==> config.mk <==
export PLATFORM = sky130hd
export DESIGN_NAME = ysyx_lsu_resp
export DESIGN_NICKNAME = d
export VERILOG_FILES = /design/src/rtl/ysyx_pkg.sv /design/src/rtl/ysyx_lsu_lane.sv /design/src/rtl/ysyx_lsu_resp.sv
export SDC_FILE = /design/constraint.sdc
export NUM_CORES = 1
export LEC_CHECK = 0
export ABC_AREA = 1
export BUFFER_PORTS_ARGS = -buffer_cell sky130_fd_sc_hd__clkbuf_2
export CAP_MARGIN = 30
export CORE_MARGIN = 1
export CORE_UTILIZATION = 35
export DETAILED_ROUTE_END_ITERATION = 8
export GPL_ROUTABILITY_DRIVEN = 1
export PLACE_DENSITY = 0.69
export RECOVER_POWER = 50
export SLEW_MARGIN = 20
export SYNTH_ARGS = -nofsm -noshare
export SYNTH_HDL_FRONTEND = slang
export SYNTH_HIERARCHICAL = 1
export SYNTH_SLANG_ARGS = --single-unit
==> constraint.sdc <==
create_clock -name clock -period 3 [get_ports clock]
set_input_delay 0.45 -clock clock [delete_from_list [all_inputs] [get_ports clock]]
set_output_delay 0.45 -clock clock [all_outputs]
set_load 0.02 [all_outputs]
==> src/rtl/ysyx_pkg.sv <==
// Shared LSU definitions: FSM states, funct3 access sizes, AXI response codes
// and the alignment helper used by the optional misalignment check.
package ysyx_pkg;

  typedef enum logic [2:0] {
    LSU_IDLE,
    LSU_RD_A,
    LSU_RD_D,
    LSU_WR_AW,
    LSU_WR_B,
    LSU_RESP
  } lsu_state_e;

  localparam logic [2:0] LSU_B  = 3'b000;
  localparam logic [2:0] LSU_H  = 3'b001;
  localparam logic [2:0] LSU_W  = 3'b010;
  localparam logic [2:0] LSU_BU = 3'b100;
  localparam logic [2:0] LSU_HU = 3'b101;

  localparam logic [1:0] RESP_OKAY   = 2'b00;
  localparam logic [1:0] RESP_SLVERR = 2'b10;

  // funct3[1:0] encodes the access size for both signed and unsigned loads.
  function automatic logic lsu_misaligned(input logic [2:0] funct3, input logic [1:0] off);
    case (funct3[1:0])
      2'b01:   return off[0];
      2'b10:   return (off != 2'b00);
      default: return 1'b0;
    endcase
  endfunction

endpackage

==> src/rtl/ysyx_lsu_lane.sv <==
// Byte-lane steering: store data/strobe alignment and load extract/extend.
// Purely combinational; bytes shifted past lane 3 are dropped.
module ysyx_lsu_lane
  import ysyx_pkg::*;
#(
  parameter int W = 32
) (
  input  logic [1:0]     off,
  input  logic [2:0]     funct3,
  input  logic [W-1:0]   st_data,
  input  logic [W-1:0]   ld_raw,
  output logic [W-1:0]   st_wdata,
  output logic [W/8-1:0] st_wstrb,
  output logic [W-1:0]   ld_data
);

  logic [W/8-1:0] base;
  logic [W-1:0]   lane;

  always_comb begin
    base = '1;
    case (funct3[1:0])
      2'b00:   base = (W/8)'(1);
      2'b01:   base = (W/8)'(3);
      default: base = '1;
    endcase
    st_wdata = st_data << {off, 3'b000};
    st_wstrb = base << off;

    lane    = ld_raw >> {off, 3'b000};
    ld_data = lane;
    case (funct3)
      LSU_B:   ld_data = {{(W-8){lane[7]}}, lane[7:0]};
      LSU_H:   ld_data = {{(W-16){lane[15]}}, lane[15:0]};
      LSU_BU:  ld_data = {{(W-8){1'b0}}, lane[7:0]};
      LSU_HU:  ld_data = {{(W-16){1'b0}}, lane[15:0]};
      default: ld_data = lane;
    endcase
  end

endmodule

==> src/rtl/ysyx_lsu_resp.sv <==
// LSU responder: one load/store per request as a single AXI4-Lite transaction.
// Optional YSYX_LSU_MISALIGN_CHECK_EN faults misaligned H/W accesses without bus traffic.
`ifndef YSYX_XLEN
`define YSYX_XLEN 32
`endif

module ysyx_lsu_resp
  import ysyx_pkg::*;
#(
  parameter int XLEN  = `YSYX_XLEN,
  parameter int BUS_W = 32
) (
  input  logic               clock,
  input  logic               reset,
  input  logic               flush_pipeline,
  input  logic               in_avalid,
  input  logic               in_ren,
  input  logic               in_wen,
  input  logic [XLEN-1:0]    in_addr,
  input  logic [4:0]         in_alu_op,
  input  logic [XLEN-1:0]    in_wdata,
  output logic [XLEN-1:0]    out_rdata,
  output logic               out_rvalid,
  output logic               out_wready,
  output logic               out_fault,
  output logic               out_busy,
  output logic [XLEN-1:0]    bus_araddr,
  output logic               bus_arvalid,
  input  logic               bus_arready,
  input  logic [BUS_W-1:0]   bus_rdata,
  input  logic [1:0]         bus_rresp,
  input  logic               bus_rvalid,
  output logic               bus_rready,
  output logic [XLEN-1:0]    bus_awaddr,
  output logic               bus_awvalid,
  input  logic               bus_awready,
  output logic [BUS_W-1:0]   bus_wdata,
  output logic [BUS_W/8-1:0] bus_wstrb,
  output logic               bus_wvalid,
  input  logic               bus_wready,
  input  logic [1:0]         bus_bresp,
  input  logic               bus_bvalid,
  output logic               bus_bready
);

  lsu_state_e      state_q, state_d;
  logic            armed_q, armed_d;
  logic            is_load_q, is_load_d;
  logic            flushed_q, flushed_d;
  logic [1:0]      resp_q, resp_d;
  logic [XLEN-1:0] rdata_q, rdata_d;
  logic [XLEN-1:0] addr_q, addr_d;
  logic [XLEN-1:0] wdata_q, wdata_d;
  logic [2:0]      op_q, op_d;
  logic            arvalid_q, arvalid_d, rready_q, rready_d;
  logic            awvalid_q, awvalid_d, wvalid_q, wvalid_d, bready_q, bready_d;
  logic            misalign;
  logic            aw_pending, w_pending;
  logic [XLEN-1:0] lane_rdata;
  logic            unused_ok;

  assign unused_ok = &{1'b0, in_alu_op[4:3]};

`ifdef YSYX_LSU_MISALIGN_CHECK_EN
  assign misalign = lsu_misaligned(in_alu_op[2:0], in_addr[1:0]);
`else
  assign misalign = 1'b0;
`endif

  ysyx_lsu_lane #(.W(XLEN)) u_lane (
    .off      (addr_q[1:0]),
    .funct3   (op_q),
    .st_data  (wdata_q),
    .ld_raw   (bus_rdata),
    .st_wdata (bus_wdata),
    .st_wstrb (bus_wstrb),
    .ld_data  (lane_rdata)
  );

  always_comb begin
    state_d   = state_q;
    armed_d   = armed_q;
    is_load_d = is_load_q;
    flushed_d = flushed_q;
    resp_d    = resp_q;
    rdata_d   = rdata_q;
    addr_d    = addr_q;
    wdata_d   = wdata_q;
    op_d      = op_q;
    arvalid_d = arvalid_q;
    rready_d  = rready_q;
    awvalid_d = awvalid_q;
    wvalid_d  = wvalid_q;
    bready_d  = bready_q;
    aw_pending = awvalid_q && !bus_awready;
    w_pending  = wvalid_q && !bus_wready;

    // A dropped request re-arms acceptance so a held request is never re-issued.
    if (!in_avalid) armed_d = 1'b1;
    if (flush_pipeline && (state_q != LSU_IDLE) && (state_q != LSU_RESP)) flushed_d = 1'b1;

    case (state_q)
      LSU_IDLE: begin
        if (in_avalid && armed_q && (in_ren || in_wen)) begin
          addr_d    = in_addr;
          op_d      = in_alu_op[2:0];
          wdata_d   = in_wdata;
          is_load_d = in_ren;
          flushed_d = 1'b0;
          resp_d    = RESP_OKAY;
          if (misalign) begin
            state_d = LSU_RESP;
            resp_d  = RESP_SLVERR;
            rdata_d = '0;
          end else if (in_ren) begin
            state_d   = LSU_RD_A;
            arvalid_d = 1'b1;
          end else begin
            state_d   = LSU_WR_AW;
            awvalid_d = 1'b1;
            wvalid_d  = 1'b1;
          end
        end
      end
      LSU_RD_A: begin
        if (bus_arready) begin
          arvalid_d = 1'b0;
          rready_d  = 1'b1;
          state_d   = LSU_RD_D;
        end
      end
      LSU_RD_D: begin
        if (bus_rvalid) begin
          rready_d = 1'b0;
          rdata_d  = lane_rdata;
          resp_d   = bus_rresp;
          state_d  = LSU_RESP;
        end
      end
      LSU_WR_AW: begin
        awvalid_d = aw_pending;
        wvalid_d  = w_pending;
        if (!aw_pending && !w_pending) begin
          bready_d = 1'b1;
          state_d  = LSU_WR_B;
        end
      end
      LSU_WR_B: begin
        if (bus_bvalid) begin
          bready_d = 1'b0;
          resp_d   = bus_bresp;
          state_d  = LSU_RESP;
        end
      end
      LSU_RESP: begin
        state_d = LSU_IDLE;
        armed_d = flushed_q || !in_avalid;
      end
      default: state_d = LSU_IDLE;
    endcase
  end

  always_ff @(posedge clock) begin
    if (!reset) begin
      state_q   <= LSU_IDLE;
      armed_q   <= 1'b1;
      is_load_q <= 1'b0;
      flushed_q <= 1'b0;
      resp_q    <= RESP_OKAY;
      rdata_q   <= '0;
      arvalid_q <= 1'b0;
      rready_q  <= 1'b0;
      awvalid_q <= 1'b0;
      wvalid_q  <= 1'b0;
      bready_q  <= 1'b0;
    end else begin
      state_q   <= state_d;
      armed_q   <= armed_d;
      is_load_q <= is_load_d;
      flushed_q <= flushed_d;
      resp_q    <= resp_d;
      rdata_q   <= rdata_d;
      arvalid_q <= arvalid_d;
      rready_q  <= rready_d;
      awvalid_q <= awvalid_d;
      wvalid_q  <= wvalid_d;
      bready_q  <= bready_d;
    end
  end

  always_ff @(posedge clock) begin
    addr_q  <= addr_d;
    wdata_q <= wdata_d;
    op_q    <= op_d;
  end

  assign bus_araddr  = {addr_q[XLEN-1:2], 2'b00};
  assign bus_awaddr  = {addr_q[XLEN-1:2], 2'b00};
  assign bus_arvalid = arvalid_q;
  assign bus_rready  = rready_q;
  assign bus_awvalid = awvalid_q;
  assign bus_wvalid  = wvalid_q;
  assign bus_bready  = bready_q;

  // A flushed load completes silently; stores always report.
  assign out_busy   = (state_q != LSU_IDLE);
  assign out_rvalid = (state_q == LSU_RESP) && is_load_q && !flushed_q;
  assign out_wready = (state_q == LSU_RESP) && !is_load_q;
  assign out_fault  = (out_rvalid || out_wready) && (resp_q != RESP_OKAY);
  assign out_rdata  = rdata_q;

endmodule
; ---- After elaboration in Yosys (flattened, before gate mapping)
; Cells that the tools add are included.
[totals]
ff_bits = 112
in_bits = 116
output_inout_bits = 141
word_cells = 106
[op_classes]
eq_ne = 18
n_shift = 3
n_mux = 32
reduce_logical = 39
[ops]
columns = cell, n
row1 = $pmux 32 s4, 1
row2 = $shl 32x5->32, 1
row3 = $shr 32x5->32, 1
row4 = $mux 3, 5
row5 = $pmux 3 s5, 1
row6 = $mux 1, 14
row7 = $ne 2x2->1 const B, 7
row8 = $eq 3x3->1 const B, 4
row9 = $logic_and 1x1->1, 11
row10 = $pmux 1 s2, 5
row11 = $reduce_bool 2->1, 5
row12 = $reduce_and 3->1, 3
row13 = $mux 2, 4
row14 = $pmux 4 s2, 1
row15 = $reduce_and 4->1, 2
row16 = $logic_not 1->1, 7
row17 = $eq 3x1->1 const B, 2
row18 = $eq 3x2->1 const B, 2
row19 = $logic_not 3->1, 2
row20 = $pmux 2 s3, 1
row21 = $reduce_bool 3->1, 2
row22 = $reduce_and 5->1, 1
row23 = $reduce_and 2->1, 2
row24 = $shl 4x2->4, 1
row25 = other kinds (5), 7

; ---- Depth between registers and ports, before layout
[depth]
word_depth = 6
ltp_mapped = 10
mapped_depth_nobuf = 9

; ---- Hierarchy
; Netlist, hierarchy kept.
[modules_own_cells]
columns = mod, instances, cells_each, area_each_um2, seq_area_each_um2
row1 = ysyx_lsu_resp, 1, 389, 4433.0, 2912.8
row2 = ysyx_lsu_lane, 1, 265, 1422.6, 0.0

; ---- Least setup slack after synthesis
; OpenSTA, ideal clock, no wires.
[synth_path]
kind = reg-to-reg
start = register state_q[2]
end = register is_load_q
setup_ps = 128
arrival_ps = 2187
t_required_ps = 2872
setup_slack_ps = 685
path_stages_with_launch = 8
path_buffers = 1
period_less_slack_ps = 2315
path_cell_list = dfxtp_1 buf_4 nor2_4 nand2_4 nor2_4 nand2_1 o21ai_0 nor2_1
[synth_between]
elab_chain_cells = 2
[synth_lines]
columns = item, line_no
row1 = from (decl), ysyx_lsu_resp.sv:46  ; lsu_state_e state_q, state_d;
row2 = from (signal assigned), ysyx_lsu_resp.sv:177  ; state_q <= state_d;
row3 = $logic_not 3->1, ysyx_lsu_resp.sv:102  ; case (state_q)
row4 = $reduce_and 2->1 (no source line), -
row5 = to (signal assigned), ysyx_lsu_resp.sv:179  ; is_load_q <= is_load_d;
row6 = to (decl), ysyx_lsu_resp.sv:48  ; logic is_load_q, is_load_d;
; No other way between the ends.
; A chain may end at the register's enable or synchronous reset.

; ---- Final worst setup path
[layout_path]
start = register addr_q[0]
end = output bus_wdata[21]
[layout_between]
elab_chain_cells = 1
[layout_lines]
columns = item, line_no
row1 = from (decl), ysyx_lsu_resp.sv:52  ; logic [XLEN-1:0] addr_q, addr_d;
row2 = from (signal assigned), ysyx_lsu_resp.sv:192  ; addr_q <= addr_d;
row3 = $shl 32x5->32, ysyx_lsu_lane.sv:27  ; st_wdata = st_data << {off, 3'b000};
row4 = to (decl), ysyx_lsu_resp.sv:37  ; output logic [BUS_W-1:0] bus_wdata,
; No other way between the ends.

==> impl_results.md <==
* Layout cells sized above 1 at 29.0%
* Die area at 0.0173 mm²
* Yosys warning count at 6
* Largest net degree at the start of global routing at 34
* FP Rows at 46
* CP required at 2.55 ns
* # hold bufs at CTS at 0
* DRC viols at 0
* Net count reported at finish at 952
* Most frequent cell after synthesis: nand2_1
* CP startpoint kind: register
* Fin cells at 1057
* HPWL Detailed at 12300 µm
* CP bufs+invs at 2
* Grt ovf at 0
* Max-Slew Margin vs Limit at 56.7%
* Gpl congestion at 0.853
* Crit Path Category: reg -> out
* Hold Path Class: in -> reg
* Antenna violations before repair at 0
* Max stage delay on crit path at 0.60 ns
* Unrepaired setup endpoints after global routing: false
* Vias in the first global route at 4482
* Clk_skew at 0.0126 ns
* Fill cells at 1680
* Final setup TNS at 0 ns
* Clock Root Buffer: clkbuf_16
* Yosys cell types at 41
* IO Pins at 257
* CTS tree: done
* Slowest stage cell, crit path: edfxtp_1
* Worst setup EP type: output pin
* H-tree depth reported by CTS at 3
* Buffers on Ports at 250
* Die Y-Extent at 131 µm
* Synth cell count leaders: nand2_1, buf_4, edfxtp_1, nor2_1, a21oi_1
* R2R Setup Slk at 0.82 ns
* DRT Pass-1 Iters at 5
* Post-Syn Instances at 654
* Final Max Tran Viols at 0
* Area contributors post-synth: edfxtp_1, dfxtp_1, nand2_1
* Slew @ Worst Pin at 0.648 ns
* Post-DP Area at 0.00678 mm²
* Clock Path Buffers at 2
* PwrDens at 755 mW/mm²
* Skew-Pair Late Insertion Delay at 0.36 ns
* Area share of the largest cell type after synthesis at 34.4%
* Post-synth EDFFs at 67
* Worst-path clk slew at 0.08 ns
* Period utilization at 85.0%
* Num CTS Buffers at 9
* Max cap viols at 0
* Final hold viol count at 0
* First-pass GRT wire length at 24200 µm
* Crit path cell chain: nor2_1 > clkinv_1 > o22ai_1 > clkbuf_2
* Syn Area/Cell at 8.95 µm²
* Die W at 131 µm
* Starting Density at 36.3%
* CORE AREA at 0.0161 mm²
* Routed WL at 16200 µm
* Ys flop type: edfxtp_1
* Avg WL per Cell at 15.3 µm
* Async SR Flop Fraction at 0%
* Post-synthesis sequential area ratio at 49.7%
* Minimum clock period at 2.55 ns
* Area grow syn2layout at 18.6%
* Post_cts resized at 0
* Final setup viols at 0
* Critical Path AT at 2.10 ns
* Synthesized area at 0.00586 mm²
* Lkg Pwr at 3.02 nW
* Via density at 4.72
* Setup bufs post-CTS at 0
* Cell family with most CP delay: flip-flops
* Post-route cell area at 0.00695 mm²
* Inst Count DP at 1041
* Max frequency at 0.392 GHz
* Synth Register Bits at 112
* Status: complete, no violations
* Antenna fix cells at 0
* Number of DRC markers in iteration 0 at 302
* Maximum resistive drop on vdd at 292 µV
* TritonCTS Sinks at 112
* Via Count at 4984
* Synth area leader: edfxtp_1
* Crit-path max FO at 9
* Global Route Usage Sum at 18.4%
* ANT nets after route at 0
[per-stage QoR]
step | worst slack, ns | hold WS [ns] | total power [mW] | utilization [%]
global placement | 0.794 | 0.436 | 4.13 | 42.0
floorplan | 0.685 | 0.441 | 3.70 | -
finish | 0.450 | 0.261 | 5.24 | 43.1
CTS | 0.406 | 0.243 | 5.35 | 43.8
detailed placement | 0.783 | 0.438 | 4.15 | 42.1
global route | 0.290 | 0.237 | 5.56 | 43.1
[worst reg2reg max path: stages (launching register included)]
cell and delay [ns]:
edfxtp_1 0.60, inv_2 0.37, nand2_1 0.12, nand3_1 0.11, nand3_2 0.45, nand3_1 0.29, nand2_2 0.07, a21oi_2 0.12
[path summary, 6_finish.rpt]
kind,from,end,cells past startpoint
max,addr_q[0],bus_wdata[21],4
min,in_addr[15],addr_q[15],1
max reg2reg,addr_q[0],out_rdata[24],7
min reg2reg,bus_rready,bus_rready,2
[cell families (layout without fill, tap and decap cells)]
group	after synthesis	in the layout	share of synthesized area, %
muxes	1	1	0.171
AOI/OAI and AO/OA	118	118	12.5
buffers and inverters	137	321	15.3
DFF	112	112	49.7
other	1	4	0.0640
and+or+nand+nor	285	285	22.2
[placed cells by master, fill, tap and decap left out, types with 4 or more instances in the layout]
cell | netlist | layout
dfxtp_1 | 45 | 45
nand2_2 | 11 | 11
clkbuf_2 | 0 | 156
edfxtp_1 | 67 | 67
a22oi_1 | 4 | 4
o21ai_0 | 27 | 27
clkbuf_16 | 0 | 9
a21oi_1 | 47 | 47
o211ai_1 | 5 | 5
nand2_1 | 159 | 159
a22oi_2 | 7 | 7
nand3_2 | 8 | 8
nor2_1 | 54 | 54
nor2_4 | 4 | 4
buf_4 | 68 | 12
conb_1 | 1 | 4
inv_1 | 33 | 33
nand3_1 | 32 | 32
a21oi_2 | 14 | 14
o22ai_1 | 8 | 8
clkbuf_1 | 9 | 94
[cell type report]
class                   instances  area, µm²  share of cell area [%]
repair buffers                264       1260                    18.1
clock inverters                 7       61.3                   0.883
clock buffers                   9        225                    3.24
multi-input cells             408       2060                    29.7
inverters                      41        158                    2.27
well taps                     216        270                    3.89
flip-flops and latches        112       2910                    41.9
[flip-flops by register name, indices dropped and copies added (netlist names)]
| signal | count |
|---|---|
| addr_q | 32 |
| armed_q | 1 |
| bus_arvalid | 1 |
| bus_awvalid | 1 |
| bus_bready | 1 |
| bus_rready | 1 |
| bus_wvalid | 1 |
| flushed_q | 1 |
| is_load_q | 1 |
| op_q | 3 |
| out_rdata | 32 |
| resp_q | 2 |
| state_q | 3 |
| wdata_q | 32 |
[power breakdown]
part | leakage (nW) | internal (mW) | switching [mW] | total, mW
combinational | 1.89 | 0.593 | 1.36 | 1.96
clock | 0.140 | 0.581 | 0.595 | 1.18
sequential | 0.987 | 1.94 | 0.177 | 2.11
[metal layers]
layer  vias to the layer above  wire, µm  GRT usage [%]
li1                       2474         -              -
met1                      2269      7000           24.2
met2                       216      7560           28.8
met3                        25      1230           4.13
met4                         0       377           8.07
met5                         -         0              0
Note: power is estimated with default switching activity, not from simulation.
